**src/rtl/grid_io_tile_cfgchk.sv**
```systemverilog
// I/O grid tile: NUM_IO SoC pad subtiles behind a parity-checked shadow config chain.
// Pad configuration goes live only after a complete, parity-clean load.
module grid_io_tile_cfgchk #(
   parameter int NUM_IO = 9
) (
   input  logic              prog_clk,
   input  logic              pReset,
   input  logic              IO_ISOL_N,
   input  logic              ccff_en,
   input  logic              ccff_head,
   output logic              ccff_tail,
   input  logic [NUM_IO-1:0] gfpga_pad_EMBEDDED_IO_HD_SOC_IN,
   output logic [NUM_IO-1:0] gfpga_pad_EMBEDDED_IO_HD_SOC_OUT,
   output logic [NUM_IO-1:0] gfpga_pad_EMBEDDED_IO_HD_SOC_DIR,
   input  logic [NUM_IO-1:0] io_outpad,
   output logic [NUM_IO-1:0] io_inpad_upper,
   output logic [NUM_IO-1:0] io_inpad_lower,
   output logic              cfg_done,
   output logic              cfg_error
);

   localparam int CHAIN_L = 2*NUM_IO + 1;
   localparam int CNT_W   = $clog2(CHAIN_L + 1);
   localparam logic [CNT_W-1:0] CNT_FULL = CNT_W'(CHAIN_L);
   localparam logic [CNT_W-1:0] CNT_SAT  = CNT_W'(CHAIN_L + 1);

   typedef enum logic [1:0] {
      UNCFG   = 2'd0,
      LOADING = 2'd1,
      READY   = 2'd2,
      ERROR   = 2'd3
   } state_t;

   state_t              r_state;
   state_t              w_next;
   logic [CHAIN_L-1:0]  r_chain;
   logic [CNT_W-1:0]    r_cnt;
   logic [NUM_IO-1:0]   r_act_mode;
   logic [NUM_IO-1:0]   r_act_inv;
   logic [NUM_IO-1:0]   w_chain_mode;
   logic [NUM_IO-1:0]   w_chain_inv;
   logic [NUM_IO-1:0]   w_en;
   logic                w_parity_ok;

   assign w_parity_ok = ~(^r_chain);
   assign ccff_tail   = r_chain[CHAIN_L-1];

   always_comb begin
      w_chain_mode = '0;
      w_chain_inv  = '0;
      for (int i = 0; i < NUM_IO; i++) begin
         w_chain_mode[i] = r_chain[2*i];
         w_chain_inv[i]  = r_chain[2*i+1];
      end
   end

   // Shadow chain shifts independently of the FSM so downstream tiles chain normally
   always_ff @(posedge prog_clk or posedge pReset) begin
      if (pReset) begin
         r_chain <= '0;
      end else if (ccff_en) begin
         r_chain <= {r_chain[CHAIN_L-2:0], ccff_head};
      end
   end

   always_ff @(posedge prog_clk or posedge pReset) begin
      if (pReset) begin
         r_state <= UNCFG;
      end else begin
         r_state <= w_next;
      end
   end

   always_comb begin
      w_next = r_state;
      unique case (r_state)
         UNCFG, READY, ERROR: begin
            if (ccff_en) w_next = LOADING;
         end
         LOADING: begin
            if (!ccff_en) begin
               if (r_cnt == CNT_FULL && w_parity_ok) w_next = READY;
               else                                  w_next = ERROR;
            end
         end
         default: w_next = UNCFG;
      endcase
   end

   always_ff @(posedge prog_clk or posedge pReset) begin
      if (pReset) begin
         r_cnt <= '0;
      end else if (ccff_en) begin
         if (r_state != LOADING)   r_cnt <= CNT_W'(1);
         else if (r_cnt != CNT_SAT) r_cnt <= r_cnt + CNT_W'(1);
      end
   end

   always_ff @(posedge prog_clk or posedge pReset) begin
      if (pReset) begin
         r_act_mode <= '0;
         r_act_inv  <= '0;
      end else if (r_state == LOADING && w_next == READY) begin
         r_act_mode <= w_chain_mode;
         r_act_inv  <= w_chain_inv;
      end else if (w_next == LOADING || w_next == ERROR) begin
         r_act_mode <= '0;
         r_act_inv  <= '0;
      end
   end

   always_comb begin
      cfg_done  = (r_state == READY);
      cfg_error = (r_state == ERROR);
   end

   assign w_en = {NUM_IO{(r_state == READY) & IO_ISOL_N}};

   assign gfpga_pad_EMBEDDED_IO_HD_SOC_DIR = ~w_en | r_act_mode;
   assign gfpga_pad_EMBEDDED_IO_HD_SOC_OUT = w_en & ~r_act_mode & io_outpad;
   assign io_inpad_upper = w_en & r_act_mode &
                           (gfpga_pad_EMBEDDED_IO_HD_SOC_IN ^ r_act_inv);
   assign io_inpad_lower = io_inpad_upper;

endmodule
```
**config.mk**
```make
export PLATFORM = sky130hd
export DESIGN_NAME = grid_io_tile_cfgchk
export DESIGN_NICKNAME = d
export VERILOG_FILES = /design/src/rtl/grid_io_tile_cfgchk.sv
export SDC_FILE = /design/constraint.sdc
export NUM_CORES = 1
export LEC_CHECK = 0
export BUFFER_PORTS_ARGS = -buffer_cell sky130_fd_sc_hd__buf_4
export CORE_MARGIN = 2
export CORE_UTILIZATION = 39
export DETAILED_ROUTE_END_ITERATION = 10
export SLEW_MARGIN = 10
export SYNTH_ARGS = -nofsm -noshare
export SYNTH_HDL_FRONTEND = slang
export SYNTH_SLANG_ARGS = --single-unit
```
**constraint.sdc**
```tcl
create_clock -name prog_clk -period 1.7 [get_ports prog_clk]
set_input_delay 0.085 -clock prog_clk [delete_from_list [all_inputs] [get_ports prog_clk]]
set_output_delay 0.085 -clock prog_clk [all_outputs]
set_load 0.01 [all_outputs]
```
==> results of run 1 <==
## final timing paths
check / end / slack, ns / from
max in group asynchronous: r_state[0] / 0.82 / pReset
worst max register to register: r_act_mode[5] / -0.15 / r_chain[16]
worst max-delay path: r_act_mode[5] / -0.15 / r_chain[16]
worst min-delay path: r_chain[0] / 0.02 / ccff_head
worst min register to register: r_act_mode[5] / 0.50 / r_act_mode[5]
min in group asynchronous: r_state[1] / 0.48 / pReset
## logic make-up after synthesis
kind of cell / count (synthesis) / synth area share, %
buffers and inverters: 38 / 7.44
AOI/OAI and AO/OA: 29 / 10.3
muxes: 19 / 8.66
xor gates and xnor gates: 26 / 11.3
adders and majority gates: 2 / 1.01
and+or+nand+nor: 82 / 16.7
DFF: 44 / 44.6
## area by class of cell
class | instances | area [um2]
fillers | 575 | 2850
multi-input cells | 158 | 1260
flip-flops and latches | 44 | 1100
repair buffers | 102 | 792
well taps | 77 | 96.3
clock buffers | 6 | 72.6
inverters | 15 | 56.3
clock inverters | 1 | 5.00
## power breakdown
part / total, W / leakage [nW] / switching [W] / internal, W
Combinational: 0.00505 / 1.05 / 0.00258 / 0.00248
Sequential: 0.00144 / 0.565 / 0.000163 / 0.00128
Clock: 0.000611 / 0.0410 / 0.000331 / 0.000279
## metal layers
metal	up-vias	track usage (%)	part of all wire (%)
met1	871	20.4	46
li1	971	-	-
met3	6	4.15	5.5
met2	51	22.8	46
met4	0	6.16	1.7
met5	-	0	0
## metrics by stage
step	setup TNS, ns	instances	util [%]	cell area (um2)
global placement	-5.36	389	50.6	3160
finish	-2.59	403	54.3	3390
floorplan	-1.21	240	-	2490
global route	-4.26	403	54.3	3390
detailed placement	-5.68	389	50.6	3160
CTS	-2.54	399	52.7	3290
## worst max-delay path, delay by kind of cell (launching register included)
family                 cells  cell delay (ns)
AO/OA/AOI/OAI              1             0.22
XOR/XNOR                   4             0.97
flip-flops                 1             0.40
buffers and inverters      1             0.16
## registers in the layout, indices dropped and copies added (netlist names)
| signal | flops |
|---|---|
| r_act_inv | 9 |
| r_act_mode | 9 |
| r_chain | 19 |
| r_cnt | 5 |
| r_state | 2 |
## cells in the mapped netlist
| cell | n |
|---|---|
| nor3b_1 | 2 |
| inv_1 | 15 |
| o31ai_1 | 11 |
| nand2_1 | 21 |
| or4b_2 | 1 |
| nand2b_1 | 11 |
| nor2b_1 | 1 |
| xnor2_4 | 2 |
| o41ai_1 | 1 |
| and3_1 | 10 |
| nand4b_1 | 1 |
| o21ai_0 | 5 |
| xor2_1 | 12 |
| buf_4 | 9 |
| o31ai_2 | 10 |
| mux2_2 | 19 |
| a21oi_1 | 1 |
| o2bb2ai_1 | 1 |
| xnor3_2 | 1 |
| nand3_1 | 19 |
| nor3_1 | 1 |
| xnor2_1 | 11 |
| buf_6 | 1 |
| clkbuf_1 | 13 |
| ha_1 | 2 |
| nor2_1 | 13 |
| dfrtp_1 | 44 |
| and2_1 | 2 |
## timing repair
| action | 4_1_cts | 5_1_grt |
|---|---|---|
| buffers inserted | 2 | 2 |
| endpoints found under the hold margin | 44 | 0 |
| resized for setup | 3 | 19 |
| pin swaps | 3 | 3 |
| hold buffers | 1 | 0 |
| cloned | 0 | 2 |
| setup endpoints to repair | 19 | 55 |
## layout by cell type, fill, tap and decap left out, drive strengths merged, types with 2 or more instances in the layout
cell type  Yosys  layout
dfrtp         44      44
and3          10      10
nand2         21      21
nor3b          2       2
nand2b        11      11
mux2          19      19
inv           15      15
xnor2         13      13
ha             2       2
o31ai         21      21
buf           10     101
clkbuf        13       6
and2           2       2
xor2          12      12
o21ai          5       5
nand3         19      19
nor2          13      13
==> flow_metrics.py, run 1 <==
metrics = {
    "status": {
        "outcome": "finished, violations left",
        "violations": "setup timing",
    },
    "logic_synthesis": {
        "yosysSeqAreaShare_pct": 44.6,
        "synth.area.top_cells": "dfrtp_1 (45%), mux2_2 (8.7%), o31ai_2 (5.1%)",
        "ys_ff_latch": 44,
        "synth_top_cell_area_share_pct": 44.6,
        "ys_warn_count": 0,
        "yosysUniqueCellTypes": 28,
        "synth_nets": 265,
        "synth_area_per_cell_um2": 10.3,
        "syn_inst": 240,
        "mappedNetlistArea_um2": 2470,
        "synth_top_area_cell": "dfrtp_1",
    },
    "clock_tree": {
        "cts_max_level": 2,
        "clockBufferDepth": 2,
        "root_buffer": "clkbuf_8",
        "numClockSinks": 44,
        "numCtsBuffers": 5,
        "clk_pin_slew_ns": 0.08,
        "clk_latency_ns": 0.29,
        "cts_tree": "done",
    },
    "layout": {
        "diodes": 0,
        "final_nets": 351,
        "drive_above_1_share_pct": 47.5,
        "syn2layout_area_growth_pct": 37.1,
    },
    "global_routing": {
        "overflow": 0,
        "grt_usage_pct": 15.0,
        "grt_pass1_vias": 1823,
        "grt_max_degree": 45,
        "grt_pass1_wl_mm": 8.54,
        "grt_antenna_before_repair": 0,
    },
    "worst_setup_path": {
        "cp.required_ns": 1.91,
        "path_class": "flop to flop",
        "cp-start-kind": "flop",
        "cp_slowest_cell": "xnor3_2",
        "path_max_fanout": 18,
        "path_cells": "xor2_1 > xnor2_1 > xnor3_2 > xnor2_4 > buf_12 > o31ai_1",
        "end_kind": "flop",
        "reg2reg_depth": 6,
        "arrival_ns": 2.06,
        "crit_path_max_incr_delay_ns": 0.49,
    },
    "timing": {
        "rsz0062_at_grt": "true",
        "hold_viol": 0,
        "fin_crit_ns": 1.85,
        "max-slew-margin-rel_pct": 29.1,
        "skew_ns": 0.00603,
        "period_share_pct": 109,
        "slew_violations": 0,
        "finalSetupViolations": 19,
        "hold_slack_ns": 0.0229,
        "clock.fmax_mhz": 540,
        "worst_pin_slew_ns": 1.06,
        "setup_ws_ns": -0.153,
    },
    "routing": {
        "drc": 0,
        "drtIter0Drc": 65,
        "detail-route-antenna-nets": 0,
        "wire_per_inst_um": 12.5,
        "vias_per_cell": 4.71,
        "vias": 1899,
        "totalWireLength_mm": 5.04,
        "dr.pass1.iters": 4,
    },
    "power_and_ir_drop": {
        "leakagePower_nw": 1.66,
        "total_power_w": 0.00710,
        "powerDensity_nw_per_um2": 2100,
        "ir_worst_vdd_mv": 3.38,
    },
    "floorplan": {
        "fp.dieH_um": 83.6,
        "ios": 62,
        "num_rows": 29,
        "die_area_um2": 6990,
        "start_util_pct": 39.6,
        "fp.coreArea_um2": 6240,
        "chipWidth_um": 83.6,
    },
    "place": {
        "numPortBuffers": 61,
        "gp_congestion": 0.735,
        "dp_hpwl_mm": 3.62,
        "pre_cts_slack_ns": -0.358,
    },
    "min_path": {
        "hold_class": "input pin to flop",
        "hold_path_depth": 2,
    },
    "job": {
        "cap_violations": 0,
    },
}
Note: power is estimated with default switching activity, not from simulation.
==> inputs of run 2 (changes only) <==
--- a/config.mk
+++ b/config.mk
@@ -9,6 +9,8 @@
 export CORE_MARGIN = 2
 export CORE_UTILIZATION = 39
 export DETAILED_ROUTE_END_ITERATION = 10
+export HOLD_SLACK_MARGIN = 0.03
+export SKIP_CTS_REPAIR_TIMING = 1
 export SLEW_MARGIN = 10
 export SYNTH_ARGS = -nofsm -noshare
 export SYNTH_HDL_FRONTEND = slang
==> flow_metrics.py, run 2 (same netlist as run 1, synthesis figures left out) <==
metrics = {
    "min_path": {
        "hold_path_depth": 2,
        "hold_class": "input pin to flop",
        "hp-start": "ccff_en",
        "holdPathEnd": "r_state[1]",
    },
    "timing": {
        "slew_violations": 0,
        "hold_viol": 0,
        "fin_crit_ns": 1.90,
        "worst_pin_slew_ns": 1.07,
        "max-slew-margin-rel_pct": 28.5,
        "period_share_pct": 112,
        "rsz0062_at_grt": "true",
        "clock.fmax_mhz": 525,
        "finalSetupViolations": 19,
        "setup_ws_ns": -0.205,
        "timing.setup.tns_ns": -3.26,
        "skew_ns": 0.00452,
        "hold_slack_ns": 0.156,
    },
    "clock_tree": {
        "cts_max_level": 2,
        "clk_latency_ns": 0.29,
        "clk_pin_slew_ns": 0.08,
        "root_buffer": "clkbuf_8",
        "clockBufferDepth": 2,
        "cts_tree": "done",
        "numClockSinks": 44,
        "numCtsBuffers": 5,
    },
    "routing": {
        "wire_per_inst_um": 12.7,
        "vias_per_cell": 4.77,
        "drtIter0Drc": 60,
        "detail-route-antenna-nets": 0,
        "dr.pass1.iters": 4,
        "vias": 1933,
        "totalWireLength_mm": 5.13,
        "drc": 0,
    },
    "worst_setup_path": {
        "path_class": "flop to flop",
        "reg2reg_depth": 6,
        "worst-path-buf-inv": 1,
        "path_cells": "xnor2_2 > xnor2_1 > xnor3_2 > xnor2_4 > buf_12 > o31ai_2",
        "cp_slowest_cell": "xnor3_2",
        "r2r_end": "r_act_mode[8]",
        "cp_top_family": "XOR/XNOR gates",
        "r2r_setup_slack_ns": -0.20,
        "crit_path_max_incr_delay_ns": 0.50,
        "cp-start-kind": "flop",
        "arrival_ns": 2.11,
        "path_max_fanout": 18,
        "cp.required_ns": 1.90,
        "end_kind": "flop",
        "timing.rr.start": "r_chain[7]",
    },
    "job": {
        "cap_violations": 0,
    },
    "power_and_ir_drop": {
        "powerDensity_nw_per_um2": 2020,
        "leakagePower_nw": 1.68,
        "ir_worst_vdd_mv": 3.90,
    },
    "global_routing": {
        "grt_usage_pct": 14.9,
        "grt_pass1_wl_mm": 8.48,
        "grt_max_degree": 45,
        "overflow": 0,
        "grt_pass1_vias": 1802,
        "grt_antenna_before_repair": 0,
    },
    "layout": {
        "reg_top3": "r_chain x19, r_act_inv x9, r_act_mode x9",
        "final_nets": 353,
        "syn2layout_area_growth_pct": 44.4,
        "final_common_cell": "buf_4",
        "regMostFlops": "r_chain",
        "largest_register_ffs": 19,
        "mostFrequentLayoutCells": "buf_4 (79), dfrtp_1 (43), nand2_1 (21), buf_6 (21)",
        "drive_above_1_share_pct": 51.8,
        "diodes": 0,
        "final_cell_count_no_fill": 405,
    },
    "place": {
        "pre_cts_slack_ns": -0.358,
        "dp_hpwl_mm": 3.62,
        "numPortBuffers": 61,
        "dp.cells": 389,
        "gp_congestion": 0.735,
    },
    "status": {
        "violations": "setup timing",
        "outcome": "finished, violations left",
    },
    "floorplan": {
        "fp.coreArea_um2": 6240,
        "start_util_pct": 39.6,
        "num_rows": 29,
        "fp.dieH_um": 83.6,
        "die_area_um2": 6990,
        "chipWidth_um": 83.6,
        "ios": 62,
    },
}
-- run 2: final cells by class --
| class | instances | area (um2) |
|---|---|---|
| clock inverters | 1 | 5.00 |
| inverters | 15 | 56.3 |
| well taps | 77 | 96.3 |
| repair buffers | 104 | 890 |
| clock buffers | 6 | 72.6 |
| flip-flops and latches | 44 | 1100 |
| multi-input cells | 158 | 1350 |
| fillers | 539 | 2670 |
-- run 2: worst max path at each step --
| stage | from | end | slack [ns] | cells after the start |
|---|---|---|---|---|
| after floorplan | r_chain[16] | r_act_inv[0] | -0.12 | 6 |
| after detailed placement | r_chain[13] | r_act_mode[8] | -0.36 | 5 |
| after CTS | r_chain[13] | r_act_mode[8] | -0.38 | 5 |
| final | r_chain[7] | r_act_mode[8] | -0.20 | 6 |
| after global routing | r_chain[10] | r_act_mode[8] | -0.25 | 6 |
| after global placement | r_chain[16] | r_act_mode[3] | -0.32 | 5 |
-- run 2: per-stage QoR --
| stage | util [%] | total power (W) | instance area (um2) |
|---|---|---|---|
| 3_5_place_dp | 50.6 | 0.00445 | 3160 |
| 5_1_grt | 57.2 | 0.00775 | 3570 |
| 6_report | 57.2 | 0.00721 | 3570 |
| 4_1_cts | 51.9 | 0.00508 | 3240 |
| 2_1_floorplan | - | 0.00468 | 2490 |
| 3_3_place_gp | 50.6 | 0.00441 | 3160 |
-- run 2: report_power, final --
part	internal [W]	switching, W	total (W)	leakage [nW]
registers	0.00128	0.000166	0.00144	0.565
logic	0.00251	0.00265	0.00516	1.07
clock network	0.000279	0.000329	0.000608	0.0410
-- run 2: metal layers --
layer  GRT usage [%]  share of wire, %  wire length [um]
met1            20.3                45              2320
met2            22.5                48              2440
met3            4.15               5.4               279
met4            6.16               1.7                86
met5               0                 0                 0
==> inputs of run 3 (changes only) <==
--- a/config.mk
+++ b/config.mk
@@ -7,9 +7,12 @@
 export LEC_CHECK = 0
 export BUFFER_PORTS_ARGS = -buffer_cell sky130_fd_sc_hd__buf_4
 export CORE_MARGIN = 2
-export CORE_UTILIZATION = 39
+export CORE_UTILIZATION = 40
+export CTS_CLUSTER_SIZE = 8
 export DETAILED_ROUTE_END_ITERATION = 10
 export HOLD_SLACK_MARGIN = 0.03
+export PLACE_DENSITY = 0.65
+export RECOVER_POWER = 50
 export SKIP_CTS_REPAIR_TIMING = 1
 export SLEW_MARGIN = 10
 export SYNTH_ARGS = -nofsm -noshare
==> flow_metrics.py, run 3 (same netlist as run 1, synthesis figures left out) <==
metrics = {
    "timing": {
        "setup_ws_ns": -0.212,
        "clock.fmax_mhz": 523,
        "fin_crit_ns": 1.91,
        "timing.setup.tns_ns": -3.51,
        "finalSetupViolations": 19,
        "skew_ns": 0.00530,
        "period_share_pct": 112,
        "hold_viol": 0,
        "rsz0062_at_grt": "true",
        "slew_violations": 0,
        "max-slew-margin-rel_pct": 28.2,
        "worst_pin_slew_ns": 1.08,
    },
    "place": {
        "dp_hpwl_mm": 3.79,
        "dp.cells": 387,
        "gp_congestion": 0.717,
        "numPortBuffers": 61,
    },
    "layout": {
        "final_cell_count_no_fill": 397,
        "final_core_util_pct": 55.5,
        "seq_area_um2": 1100,
        "diodes": 0,
        "fill_cells": 548,
        "syn2layout_area_growth_pct": 33.9,
        "final_common_cell": "buf_4",
        "largest_register_ffs": 19,
        "reg_top3": "r_chain x19, r_act_inv x9, r_act_mode x9",
        "drive_above_1_share_pct": 41.6,
        "mostFrequentLayoutCells": "buf_4 (81), dfrtp_1 (44), nand2_1 (21)",
        "regMostFlops": "r_chain",
        "final_nets": 347,
        "multi_input_area_um2": 1260,
    },
    "floorplan": {
        "die_area_um2": 6820,
        "ios": 62,
        "fp.coreArea_um2": 5960,
        "chipWidth_um": 82.6,
        "num_rows": 28,
        "start_util_pct": 41.5,
        "fp.dieH_um": 82.6,
    },
    "worst_setup_path": {
        "path_max_fanout": 15,
        "arrival_ns": 2.11,
        "cp-start-kind": "flop",
        "end_kind": "flop",
        "cp.required_ns": 1.89,
        "reg2reg_depth": 6,
        "path_class": "flop to flop",
    },
    "global_routing": {
        "overflow": 0,
        "grt_pass1_wl_mm": 7.80,
        "grt_usage_pct": 14.9,
        "grt_pass1_vias": 1707,
        "grt_max_degree": 45,
        "grt_antenna_before_repair": 0,
    },
    "power_and_ir_drop": {
        "leakagePower_nw": 1.60,
        "p_clk_share_pct": 8.0,
        "combPwrFrac_pct": 72.9,
        "p_sw_w": 0.00334,
        "powerDensity_nw_per_um2": 2260,
        "ir_worst_vdd_mv": 3.24,
        "total_power_w": 0.00749,
        "seqPwrFrac_pct": 19.1,
        "power.internal_w": 0.00415,
        "switching_share_pct": 44.6,
    },
    "clock_tree": {
        "numCtsBuffers": 5,
        "clk_pin_slew_ns": 0.08,
        "clockBufferDepth": 2,
        "numClockSinks": 44,
        "root_buffer": "clkbuf_8",
        "cts_tree": "done",
        "cts_max_level": 2,
        "clk_latency_ns": 0.28,
    },
    "routing": {
        "totalWireLength_mm": 5.00,
        "drc": 0,
        "vias_per_cell": 4.82,
        "wire_per_inst_um": 12.6,
        "vias": 1914,
        "dr.pass1.iters": 4,
        "detail-route-antenna-nets": 0,
        "drtIter0Drc": 78,
    },
    "min_path": {
        "hold_path_depth": 2,
        "hold_class": "input pin to flop",
    },
    "status": {
        "outcome": "finished, violations left",
        "violations": "setup timing",
    },
    "job": {
        "cap_violations": 0,
    },
}
-- run 3: power groups by stage --
stage / Clock, W / Combinational (W) / Sequential, W
CTS: 0.000617 / 0.00323 / 0.00143
global placement: 0 / 0.00317 / 0.00144
detailed placement: 0 / 0.00323 / 0.00145
global route: 0.000652 / 0.00573 / 0.00146
finish: 0.000599 / 0.00546 / 0.00143
floorplan: 0 / 0.00318 / 0.00149
-- run 3: routing by layer --
layer  up-vias  GRT usage (%)  routed length (um)  share of wire (%)
li1        965              -                   -                  -
met5         -              0                   0                  0
met1       895           18.9                2220                 44
met3         2           2.07                 292                5.8
met2        52           26.5                2460                 49
met4         0           3.93                  34               0.68
-- run 3: final timing paths --
kind	from	end	slack, ns
worst max-delay path	r_chain[10]	r_act_inv[4]	-0.21
worst min-delay path	ccff_head	r_chain[0]	0.04
worst max register to register	r_chain[10]	r_act_inv[4]	-0.21
worst min register to register	r_act_mode[5]	r_act_mode[5]	0.50
min in group asynchronous	pReset	r_act_mode[0]	0.69
max in group asynchronous	pReset	r_act_inv[7]	0.35
-- run 3: metrics by stage --
stage	cell area, um2	setup slack [ns]	hold slack (ns)
2_1_floorplan	2490	-0.121	0.237
3_3_place_gp	3170	-0.294	0.260
3_5_place_dp	3170	-0.337	0.266
4_1_cts	3250	-0.352	-0.0474
5_1_grt	3310	-0.262	0.0416
6_report	3310	-0.212	0.0362
-- run 3: critical path, cell delays in order, from the launching register on --
cell     delay [ns]
dfrtp_1        0.39
xor2_1         0.17
xnor2_1        0.18
xnor3_2        0.51
xnor2_4        0.18
buf_12         0.17
o31ai_2        0.22
-- run 3: layout make-up --
type	instances	area share, %
multi-input combinational	158	38.0
inverter	15	1.70
clock inverter	1	0.151
timing repair buffer	98	21.9
tap	75	2.84
clock buffer	6	2.19
sequential	44	33.3
